**src/rtl/multicycle_ctrl_unit_if.sv**
```systemverilog
// multicycle_ctrl_unit_if: control/handshake bundle between the multi-cycle controller and
// its surroundings (fetch path, ALU compare, data memory, register file, PC logic).
//   master : controller side. It samples inst_in/inst_valid/mem_ready/branch_cond and drives
//            every control output.
//   slave  : datapath/environment side, with the directions reversed.
// Signals:
//   inst_in, inst_valid        instruction from the fetch path and its valid flag
//   mem_ready                  data memory finished the current access
//   branch_cond                ALU compare result (rA < rB) for blt
//   fetch_req                  controller is waiting for an instruction
//   inst_out                   instruction register
//   reg_write, mem_write, mem_read, ALU_Src, RegDst, mem_to_reg, alu_op
//                              datapath controls
//   pc_inc, pc_write           PC+4 and branch-target load strobes
//   illegal_op, inst_done      unsupported-opcode and retire strobes
//   busy, retired_cnt          activity flag and retired-instruction counter
interface multicycle_ctrl_unit_if #(
  parameter int unsigned INST_W = 32,
  parameter int unsigned CNT_W  = 16
);
  logic [INST_W-1:0] inst_in;
  logic              inst_valid;
  logic              mem_ready;
  logic              branch_cond;
  logic              fetch_req;
  logic [INST_W-1:0] inst_out;
  logic              reg_write;
  logic              mem_write;
  logic              mem_read;
  logic              ALU_Src;
  logic              RegDst;
  logic              mem_to_reg;
  logic [2:0]        alu_op;
  logic              pc_inc;
  logic              pc_write;
  logic              illegal_op;
  logic              inst_done;
  logic              busy;
  logic [CNT_W-1:0]  retired_cnt;

  modport master (
    input  inst_in, inst_valid, mem_ready, branch_cond,
    output fetch_req, inst_out, reg_write, mem_write, mem_read, ALU_Src, RegDst, mem_to_reg,
           alu_op, pc_inc, pc_write, illegal_op, inst_done, busy, retired_cnt
  );

  modport slave (
    output inst_in, inst_valid, mem_ready, branch_cond,
    input  fetch_req, inst_out, reg_write, mem_write, mem_read, ALU_Src, RegDst, mem_to_reg,
           alu_op, pc_inc, pc_write, illegal_op, inst_done, busy, retired_cnt
  );
endinterface

```
**src/rtl/multicycle_ctrl_unit.sv**
```systemverilog
// multicycle_ctrl_unit: sequenced fetch/decode/execute/memory/writeback controller for the
// Nios II-subset datapath. It holds the instruction register, splits R-type add/mul by OPX,
// stalls EXEC for MUL_CYCLES on mul, waits on mem_ready for ldw/stw, resolves blt/br and
// counts retired instructions.
// Ports:
//   clock  rising-edge system clock
//   reset  asynchronous, active-high reset
//   bus    multicycle_ctrl_unit_if.master (instruction in, memory/branch inputs, controls out)
// Every output is a flop loaded with the value belonging to the state being entered, so each
// output is valid for the whole cycle its state is occupied.
module multicycle_ctrl_unit #(
  parameter int unsigned INST_W     = 32,
  parameter int unsigned MUL_CYCLES = 3,
  parameter int unsigned CNT_W      = 16
) (
  input  logic                  clock,
  input  logic                  reset,
  multicycle_ctrl_unit_if.master bus
);

  localparam logic [5:0] OpcOrhi  = 6'h34;
  localparam logic [5:0] OpcOri   = 6'h14;
  localparam logic [5:0] OpcAddi  = 6'h04;
  localparam logic [5:0] OpcLdw   = 6'h17;
  localparam logic [5:0] OpcStw   = 6'h15;
  localparam logic [5:0] OpcBlt   = 6'h16;
  localparam logic [5:0] OpcBr    = 6'h06;
  localparam logic [5:0] OpcRtype = 6'h3A;
  localparam logic [5:0] OpxAdd   = 6'h31;
  localparam logic [5:0] OpxMul   = 6'h27;

  localparam logic [2:0] AluAdd   = 3'd0;
  localparam logic [2:0] AluOr    = 3'd1;
  localparam logic [2:0] AluOrhi  = 3'd2;
  localparam logic [2:0] AluMul   = 3'd3;
  localparam logic [2:0] AluCmplt = 3'd4;

  // The mul counter is loaded with MUL_CYCLES-1 and EXEC is left when it reads zero.
  localparam int unsigned      MulCntW = (MUL_CYCLES > 1) ? $clog2(MUL_CYCLES) : 1;
  localparam logic [MulCntW-1:0] MulLast = MulCntW'(MUL_CYCLES - 1);

  typedef enum logic [2:0] {
    StIdle, StFetch, StDecode, StExec, StMem, StWb, StTrap
  } state_e;

  typedef enum logic [3:0] {
    OpOrhi, OpOri, OpAddi, OpLdw, OpStw, OpBlt, OpBr, OpAdd, OpMul
  } op_e;

  state_e              state_q;
  op_e                 op_q;
  logic [MulCntW-1:0]  mul_cnt_q;
  logic [INST_W-1:0]   inst_q;
  logic [CNT_W-1:0]    cnt_q;

  logic                fetch_req_q;
  logic                reg_write_q;
  logic                mem_write_q;
  logic                mem_read_q;
  logic                alu_src_q;
  logic                reg_dst_q;
  logic                mem_to_reg_q;
  logic [2:0]          alu_op_q;
  logic                pc_inc_q;
  logic                pc_write_q;
  logic                illegal_op_q;
  logic                inst_done_q;
  logic                busy_q;

  // Decode of the held instruction, used on the edge that leaves DECODE.
  logic [5:0] opcode;
  logic [5:0] opx;
  logic       dec_legal;
  op_e        dec_op;

  assign opcode = inst_q[5:0];
  assign opx    = inst_q[16:11];

  always_comb begin
    dec_legal = 1'b1;
    dec_op    = OpAdd;
    case (opcode)
      OpcOrhi: dec_op = OpOrhi;
      OpcOri:  dec_op = OpOri;
      OpcAddi: dec_op = OpAddi;
      OpcLdw:  dec_op = OpLdw;
      OpcStw:  dec_op = OpStw;
      OpcBlt:  dec_op = OpBlt;
      OpcBr:   dec_op = OpBr;
      OpcRtype: begin
        if (opx == OpxAdd) begin
          dec_op = OpAdd;
        end else if (opx == OpxMul) begin
          dec_op = OpMul;
        end else begin
          dec_legal = 1'b0;
        end
      end
      default: dec_legal = 1'b0;
    endcase
  end

  function automatic logic [2:0] exec_alu_op(input op_e op);
    case (op)
      OpOrhi:  return AluOrhi;
      OpOri:   return AluOr;
      OpMul:   return AluMul;
      OpBlt:   return AluCmplt;
      default: return AluAdd;
    endcase
  endfunction

  function automatic logic exec_alu_src(input op_e op);
    return (op == OpOrhi) || (op == OpOri) || (op == OpAddi) || (op == OpLdw) || (op == OpStw);
  endfunction

  function automatic logic exec_reg_dst(input op_e op);
    return (op == OpAdd) || (op == OpMul);
  endfunction

  always_ff @(posedge clock or posedge reset) begin
    if (reset) begin
      state_q      <= StIdle;
      op_q         <= OpAdd;
      mul_cnt_q    <= '0;
      inst_q       <= '0;
      cnt_q        <= '0;
      fetch_req_q  <= 1'b0;
      reg_write_q  <= 1'b0;
      mem_write_q  <= 1'b0;
      mem_read_q   <= 1'b0;
      alu_src_q    <= 1'b0;
      reg_dst_q    <= 1'b0;
      mem_to_reg_q <= 1'b0;
      alu_op_q     <= AluAdd;
      pc_inc_q     <= 1'b0;
      pc_write_q   <= 1'b0;
      illegal_op_q <= 1'b0;
      inst_done_q  <= 1'b0;
      busy_q       <= 1'b0;
    end else begin
      // Every output defaults low; each branch raises what its target state needs.
      fetch_req_q  <= 1'b0;
      reg_write_q  <= 1'b0;
      mem_write_q  <= 1'b0;
      mem_read_q   <= 1'b0;
      alu_src_q    <= 1'b0;
      reg_dst_q    <= 1'b0;
      mem_to_reg_q <= 1'b0;
      alu_op_q     <= AluAdd;
      pc_inc_q     <= 1'b0;
      pc_write_q   <= 1'b0;
      illegal_op_q <= 1'b0;
      inst_done_q  <= 1'b0;
      busy_q       <= 1'b0;

      unique case (state_q)
        StIdle: begin
          state_q     <= StFetch;
          fetch_req_q <= 1'b1;
        end

        StFetch: begin
          if (bus.inst_valid) begin
            inst_q   <= bus.inst_in;
            state_q  <= StDecode;
            pc_inc_q <= 1'b1;
            busy_q   <= 1'b1;
          end else begin
            fetch_req_q <= 1'b1;
          end
        end

        StDecode: begin
          busy_q <= 1'b1;
          if (dec_legal) begin
            op_q      <= dec_op;
            mul_cnt_q <= MulLast;
            state_q   <= StExec;
            alu_op_q  <= exec_alu_op(dec_op);
            alu_src_q <= exec_alu_src(dec_op);
            reg_dst_q <= exec_reg_dst(dec_op);
          end else begin
            state_q      <= StTrap;
            illegal_op_q <= 1'b1;
          end
        end

        StExec: begin
          if ((op_q == OpMul) && (mul_cnt_q != '0)) begin
            // Multiply still in flight: hold the EXEC controls.
            mul_cnt_q <= mul_cnt_q - MulCntW'(1);
            busy_q    <= 1'b1;
            alu_op_q  <= AluMul;
            reg_dst_q <= 1'b1;
          end else if ((op_q == OpLdw) || (op_q == OpStw)) begin
            state_q     <= StMem;
            busy_q      <= 1'b1;
            mem_read_q  <= (op_q == OpLdw);
            mem_write_q <= (op_q == OpStw);
            alu_src_q   <= 1'b1;
          end else if ((op_q == OpBlt) || (op_q == OpBr)) begin
            // Branches retire straight away; the target load lands in the first FETCH cycle.
            state_q     <= StFetch;
            fetch_req_q <= 1'b1;
            inst_done_q <= 1'b1;
            cnt_q       <= cnt_q + CNT_W'(1);
            pc_write_q  <= (op_q == OpBr) || bus.branch_cond;
          end else begin
            state_q     <= StWb;
            busy_q      <= 1'b1;
            reg_write_q <= 1'b1;
            alu_src_q   <= exec_alu_src(op_q);
            reg_dst_q   <= exec_reg_dst(op_q);
          end
        end

        StMem: begin
          if (!bus.mem_ready) begin
            busy_q      <= 1'b1;
            mem_read_q  <= (op_q == OpLdw);
            mem_write_q <= (op_q == OpStw);
            alu_src_q   <= 1'b1;
          end else if (op_q == OpLdw) begin
            state_q      <= StWb;
            busy_q       <= 1'b1;
            reg_write_q  <= 1'b1;
            mem_to_reg_q <= 1'b1;
            alu_src_q    <= 1'b1;
          end else begin
            state_q     <= StFetch;
            fetch_req_q <= 1'b1;
            inst_done_q <= 1'b1;
            cnt_q       <= cnt_q + CNT_W'(1);
          end
        end

        StWb: begin
          state_q     <= StFetch;
          fetch_req_q <= 1'b1;
          inst_done_q <= 1'b1;
          cnt_q       <= cnt_q + CNT_W'(1);
        end

        StTrap: begin
          // Illegal instructions are dropped without retiring.
          state_q     <= StFetch;
          fetch_req_q <= 1'b1;
        end

        default: state_q <= StIdle;
      endcase
    end
  end

  assign bus.fetch_req   = fetch_req_q;
  assign bus.inst_out    = inst_q;
  assign bus.reg_write   = reg_write_q;
  assign bus.mem_write   = mem_write_q;
  assign bus.mem_read    = mem_read_q;
  assign bus.ALU_Src     = alu_src_q;
  assign bus.RegDst      = reg_dst_q;
  assign bus.mem_to_reg  = mem_to_reg_q;
  assign bus.alu_op      = alu_op_q;
  assign bus.pc_inc      = pc_inc_q;
  assign bus.pc_write    = pc_write_q;
  assign bus.illegal_op  = illegal_op_q;
  assign bus.inst_done   = inst_done_q;
  assign bus.busy        = busy_q;
  assign bus.retired_cnt = cnt_q;

endmodule
```
**src/flat_wrapper.sv**
```systemverilog
// flat-port wrapper written by rule: the top's interface ports become plain ports
module multicycle_ctrl_unit_flat 
#(
  parameter int unsigned INST_W     = 32,
  parameter int unsigned MUL_CYCLES = 3,
  parameter int unsigned CNT_W      = 16
)
  (clock, reset, bus_inst_in, bus_inst_valid, bus_mem_ready, bus_branch_cond, bus_fetch_req, bus_inst_out, bus_reg_write, bus_mem_write, bus_mem_read, bus_ALU_Src, bus_RegDst, bus_mem_to_reg, bus_alu_op, bus_pc_inc, bus_pc_write, bus_illegal_op, bus_inst_done, bus_busy, bus_retired_cnt);
  multicycle_ctrl_unit_if #(.INST_W(INST_W), .CNT_W(CNT_W)) bus_i ();
  input  logic clock;
  input  logic reset;
  input wire logic [$bits(bus_i.inst_in)-1:0] bus_inst_in;
  input wire logic [$bits(bus_i.inst_valid)-1:0] bus_inst_valid;
  input wire logic [$bits(bus_i.mem_ready)-1:0] bus_mem_ready;
  input wire logic [$bits(bus_i.branch_cond)-1:0] bus_branch_cond;
  output wire logic [$bits(bus_i.fetch_req)-1:0] bus_fetch_req;
  output wire logic [$bits(bus_i.inst_out)-1:0] bus_inst_out;
  output wire logic [$bits(bus_i.reg_write)-1:0] bus_reg_write;
  output wire logic [$bits(bus_i.mem_write)-1:0] bus_mem_write;
  output wire logic [$bits(bus_i.mem_read)-1:0] bus_mem_read;
  output wire logic [$bits(bus_i.ALU_Src)-1:0] bus_ALU_Src;
  output wire logic [$bits(bus_i.RegDst)-1:0] bus_RegDst;
  output wire logic [$bits(bus_i.mem_to_reg)-1:0] bus_mem_to_reg;
  output wire logic [$bits(bus_i.alu_op)-1:0] bus_alu_op;
  output wire logic [$bits(bus_i.pc_inc)-1:0] bus_pc_inc;
  output wire logic [$bits(bus_i.pc_write)-1:0] bus_pc_write;
  output wire logic [$bits(bus_i.illegal_op)-1:0] bus_illegal_op;
  output wire logic [$bits(bus_i.inst_done)-1:0] bus_inst_done;
  output wire logic [$bits(bus_i.busy)-1:0] bus_busy;
  output wire logic [$bits(bus_i.retired_cnt)-1:0] bus_retired_cnt;
  assign bus_i.inst_in = bus_inst_in;
  assign bus_i.inst_valid = bus_inst_valid;
  assign bus_i.mem_ready = bus_mem_ready;
  assign bus_i.branch_cond = bus_branch_cond;
  assign bus_fetch_req = bus_i.fetch_req;
  assign bus_inst_out = bus_i.inst_out;
  assign bus_reg_write = bus_i.reg_write;
  assign bus_mem_write = bus_i.mem_write;
  assign bus_mem_read = bus_i.mem_read;
  assign bus_ALU_Src = bus_i.ALU_Src;
  assign bus_RegDst = bus_i.RegDst;
  assign bus_mem_to_reg = bus_i.mem_to_reg;
  assign bus_alu_op = bus_i.alu_op;
  assign bus_pc_inc = bus_i.pc_inc;
  assign bus_pc_write = bus_i.pc_write;
  assign bus_illegal_op = bus_i.illegal_op;
  assign bus_inst_done = bus_i.inst_done;
  assign bus_busy = bus_i.busy;
  assign bus_retired_cnt = bus_i.retired_cnt;
  multicycle_ctrl_unit #(.INST_W(INST_W), .MUL_CYCLES(MUL_CYCLES), .CNT_W(CNT_W)) u_core (.clock(clock), .reset(reset), .bus(bus_i));
endmodule
```
**config.mk**
```make
export PLATFORM = sky130hd
export DESIGN_NAME = multicycle_ctrl_unit_flat
export DESIGN_NICKNAME = d
export VERILOG_FILES = /design/src/rtl/multicycle_ctrl_unit_if.sv /design/src/rtl/multicycle_ctrl_unit.sv /design/src/flat_wrapper.sv
export SDC_FILE = /design/constraint.sdc
export NUM_CORES = 1
export LEC_CHECK = 0
export ABC_AREA = 1
export BUFFER_PORTS_ARGS = -buffer_cell sky130_fd_sc_hd__buf_2
export CORE_MARGIN = 2
export CORE_UTILIZATION = 55
export DETAILED_ROUTE_END_ITERATION = 8
export GPL_TIMING_DRIVEN = 0
export PLACE_DENSITY = 0.84
export SYNTH_ARGS = -nofsm -noshare
export SYNTH_HDL_FRONTEND = slang
export SYNTH_SLANG_ARGS = --single-unit
```
**constraint.sdc**
```tcl
create_clock -name clock -period 4.6 [get_ports clock]
set_clock_uncertainty 0.15 [all_clocks]
set_input_delay 0.92 -clock clock [delete_from_list [all_inputs] [get_ports clock]]
set_output_delay 0.92 -clock clock [all_outputs]
set_load 0.05 [all_outputs]
```
### Word-level counts from Yosys, hierarchy flattened

Cells that the tools add are included.

* output and inout port bits: 63
* memories kept: 0
* input port bits: 37
* latch bits: 0
* bits in writable memories: 0
* flip-flop bits (word level): 72
* ROM bits: 0
* logic and storage cells: 158

* shift-type cells: 0
* multipliers: 0
* div/mod/pow operators: 0
* reduce and logical (&&, ||, !) cells: 27
* order comparisons: 0
* bitwise operators: 0
* multiplexer cells: 72
* eq/ne operators: 39
* $add $sub $neg: 2

Operators with widths (number)
* 2-to-1 mux 16 bit: 5
* case mux 16 bit (3 select lines): 1
* 2-to-1 mux 1 bit: 39
* case mux 4 bit (8 select lines): 1
* == test 4 x 3 -> 1 bit (second input constant): 7
* == test 6 x 5 -> 1 bit (second input constant): 4
* == test 6 bit (second input constant): 4
* 2-to-1 mux 3 bit: 8
* adder 16 x 1 -> 16 bit (second input constant): 1
* == test 4 x 2 -> 1 bit (second input constant): 4
* case mux 3 bit (5 select lines): 1
* logical OR 1 bit: 13
* == test 6 x 3 -> 1 bit (second input constant): 2
* case mux 3 bit (4 select lines): 1
* inequality test 2 bit (second input constant): 5
* case mux 1 bit (2 select lines): 5
* == test 3 bit (second input constant): 3
* == test 4 x 1 -> 1 bit (second input constant): 2
* == test 4 bit (second input constant): 2
* logical NOT 4 bit: 2
* 2-to-1 mux 4 bit: 2
* case mux 1 bit (4 select lines): 2
* OR reduction 7 bit: 1
* == test 3 x 2 -> 1 bit (second input constant): 2
* other kinds (15): 23

### Logic depth before layout (Yosys ltp)

* depth after elaboration: 11
* gate-level depth with buffers: 10
* mapped depth without buffers: 10

### Worst setup path before layout

OpenSTA, ideal clock, no wires.

* path type: input to register
* start: in bus_mem_ready
* end: reg u_core.cnt_q[0], in the netlist u_core.bus.retired_cnt[0]
* arrival: 1.544 ns
* setup slack: 2.763 ns
* required time: 4.307 ns
* library setup time: 0.143 ns
* buffers on the path: 1
* stages: 6
* cell sequence: nand3_1 > a21oi_2 > nor2_2 > nand2_4 > buf_6 > xor2_2

* longest elaborated chain between the ends: 2

Ends and longest elaborated chain
* from (decl): line flat_wrapper.sv:14 `input wire logic [$bits(bus_i.mem_ready)-1:0] bus_mem_ready;`
* inequality test 2 bit (no source line)
* AND reduction 6 bit (no source line)
* to (signal assigned): line multicycle_ctrl_unit.sv:207 `cnt_q <= cnt_q + CNT_W'(1);`
* to (signal assigned): line multicycle_ctrl_unit.sv:234 `cnt_q <= cnt_q + CNT_W'(1);`
* to (signal assigned): line multicycle_ctrl_unit.sv:242 `cnt_q <= cnt_q + CNT_W'(1);`
* to (decl): line multicycle_ctrl_unit.sv:54 `logic [CNT_W-1:0] cnt_q;`

Every way passes these cells.
A chain may end at the register's enable or synchronous reset.

### Worst setup path in the final report

* start: reg u_core.cnt_q[5], in the netlist u_core.bus.retired_cnt[5]
* end: out bus_retired_cnt[5]

RTL lines
* to (decl): line flat_wrapper.sv:30 `output wire logic [$bits(bus_i.retired_cnt)-1:0] bus_retired_cnt;`

No word-level cell between the ends.

==> key figures <==
Logic synthesis
  – Register area share after synthesis: 0.525
  – Synth top area cells: dfrtp_1 50%, nand2_1 18%, inv_1 3.8%, o21ai_0 3.8%, nor2_1 3.5%
  – Dominant synthesized flop cell: dfrtp_1
  – Register bit total from synthesis: between 70 and 80
  – Count leader, synth: nand2_1
  – Post-Syn Area per Cell: 8.09 um^2
  – Cell taking the most area after synthesis: dfrtp_1
  – Post-synth ARST share: 1.00
  – Share of the synthesized area in the top cell type: 0.502
  – Post-synthesis cell count: about 430
  – Mapped Nets: around 460
  – Mapped Area: 3440 um^2
  – Synth cell count leaders: 166 x nand2_1, 69 x dfrtp_1, 35 x inv_1
  – Post-synthesis cell type count: 31
  – Post-synth EDFFs: 0
  – Warnings from Yosys: 0

Power and ir drop
  – Reg power frac: 0.333
  – Total internal power: between 0.001 and 0.0015 W
  – Sw frac: 0.511
  – Power density cells: around 710 nW/um^2
  – Peak VDD IR: between 500 and 600 uV
  – Combinational group share of total power: 0.505
  – P_sw: between 0.0015 and 0.002 W
  – Clock power share: 0.162
  – Tot Pwr: approximately 0.0030 W
  – Leakage: approximately 2.3 nW

Clocking
  – Clock latency on the worst-skew pair: between 0.3 and 0.4 ns
  – Clock buffer depth: 2
  – Post-CTS Setup Inserts: 0
  – CTS sink cnt: between 70 and 80
  – Hold_buf cts: 0
  – Cts bufs inserted: 9
  – Post-cts resize count: 0
  – Root Buffer: clkbuf_8
  – CTS tree: done
  – Clk slew on worst S/H paths: roughly 0.070 ns
  – CTS H-Tree Depth: 3

Timing
  – Final setup viols: 0
  – Fin Setup TNS: 0 ns
  – Max Clock Freq: approximately 460 MHz
  – Fin. max-slew vios: 0
  – Min Tclk post-route: roughly 2.2 ns
  – Least-Margin Pin Slew: 0.861 ns
  – RSZ-0062 raised after global routing: no
  – Slew headroom: 0.426
  – Worst setup margin: 2.41 ns
  – Final Hold Viols: 0
  – WHS: about 0.32 ns
  – Final period util: 0.475

Drt
  – # DRC: 0
  – Vias: ~3200
  – Drt first pass iters: 5
  – Final wirelength: slightly above 8000 um
  – Antenna-violating nets left: 0
  – Avg WL per Cell: about 13 um
  – Vias per cell: 5.18
  – DRT iter0 DRCs: 253

Critical path
  – Reg2Reg Depth: 7
  – Worst Path Buf+Inv: 1
  – CP Capture Type: output pin
  – CP Cell Sequence: buf_2
  – CP max-delay cell: dfrtp_1
  – Reg2reg start: u_core.op_q[2]
  – Cell family with most CP delay: flip-flops
  – Data required, critical path: 3.53 ns
  – Critical path destination: bus_retired_cnt[5]
  – R2r endpoint: u_core.bus.retired_cnt[9]
  – Data arrival, critical path: ~1.1 ns
  – Worst-path maximum fanout: 6
  – Worst path depth: 1
  – Startpoint Class: register
  – CP startpoint: u_core.bus.retired_cnt[5]
  – FF-to-FF setup slack: ~2.8 ns
  – Max incr delay on CP: between 0.4 and 0.5 ns
  – Crit Path Class: register to output pin

Finish
  – ANT cells: 0
  – P&R area growth vs syn: 22.7%
  – Number of flip-flops in the largest register: 32
  – Layout cell share with drive strength beyond 1: 0.274
  – NumNets Final: 574

Place
  – Port bufs: ~100
  – HPWL after detailed placement: 5990 um
  – Place WS: around 2.5 ns
  – Final GP Congestion: between 0.8 and 0.9

Floorplan
  – I/O pins: 100
  – Die X: 83.1 um
  – Starting Density: 0.574
  – Die height: 83.1 um
  – Core box area: approximately 6000 um^2
  – Die area: roughly 6900 um^2
  – # rows: 28

Global routing
  – Met2 usage: 0.412
  – GRT Resource Usage Total: 0.244
  – Number of global-route vias before repair: between 3000 and 4000
  – Met3 usage: 0.0616
  – Met1 global-route usage: 0.305
  – First-pass GRT wire length: 13700 um
  – Largest net degree at the start of global routing: 73
  – Antenna violations before repair: 0
  – Gr ovfl total: 0
  – Busiest grt layer: met2

Hold path
  – HP Class: register to register

Flow run
  – Max-cap violations: 0

Outcome
  – Outcome: finished clean
cells in the final DEF (no fill, tap or decap), drive strengths merged:
cell and instances:
a21oi 4, o32ai 1, buf 108, nand3b 1, xor2 6, ha 2
a31oi 1, o21ai 27, dfrtp 69, nand3 23, nand4 9, clkinv 4
o2111ai 1, o211ai 1, clkbuf 12, nor3 11, nor2 40, bufinv 1
inv 41, nand2 170, dfstp 3, xnor2 5
stage by stage:
stage | utilization | cell area, um^2 | std cells
floorplan | - | 3440 | 425
global placement | 0.673 | 4030 | 599
detailed placement | 0.673 | 4030 | 599
CTS | 0.705 | 4220 | 615
global route | 0.705 | 4220 | 615
finish | 0.705 | 4220 | 615
per-layer routing:
layer	routed length (um)	part of all wire
met1	3410	0.42
met2	3970	0.49
met3	572	0.070
met4	157	0.019
met5	0	0
cell families (layout without fill, tap and decap cells):
family | count (synthesis) | after routing | synth area share
and+or+nand+nor | 254 | 254 | 0.315
buffers and inverters | 51 | 166 | 0.0673
xor gates and xnor gates | 11 | 11 | 0.0302
AOI/OAI and AO/OA | 35 | 35 | 0.0553
adders and majority gates | 2 | 2 | 0.00727
DFF | 72 | 72 | 0.525
tightest hold or removal path: cells and delay by family (launching register included):
family | cells | cell delay [ns]
flip-flops | 1 | 0.34
AND/OR/NAND/NOR | 2 | 0.10
power groups by stage:
stage               clock [W]  combinational, W  sequential, W
CTS                  0.000495           0.00152        0.00100
detailed placement          0           0.00152        0.00101
global route         0.000524           0.00164        0.00103
finish               0.000487           0.00152        0.00100
global placement            0           0.00148       0.000999
floorplan                   0          0.000547        0.00161
worst min-delay path by stage:
stage	from	cells after the start	to	slack [ns]
after floorplan	u_core.mul_cnt_q[0]	2	u_core.mul_cnt_q[0]	0.29
after CTS	u_core.bus.inst_out[7]	2	u_core.bus.inst_out[7]	0.32
after detailed placement	u_core.bus.inst_out[29]	2	u_core.bus.inst_out[29]	0.30
after global routing	u_core.bus.inst_out[29]	2	u_core.bus.inst_out[29]	0.34
final	u_core.bus.inst_out[7]	2	u_core.bus.inst_out[7]	0.32
after global placement	u_core.bus.inst_out[29]	2	u_core.bus.inst_out[29]	0.30
layout make-up:
| class | count | area, um^2 |
|---|---|---|
| plain buffers | 9 | 72.6 |
| clock buffers | 12 | 145 |
| clock inverters | 4 | 45.0 |
| fillers | 486 | 1770 |
| inverters | 42 | 161 |
| multi-input cells | 302 | 1400 |
| flip-flops and latches | 72 | 1810 |
| well taps | 75 | 93.8 |
| repair buffers | 99 | 495 |
(Power assumes the default switching activity.)
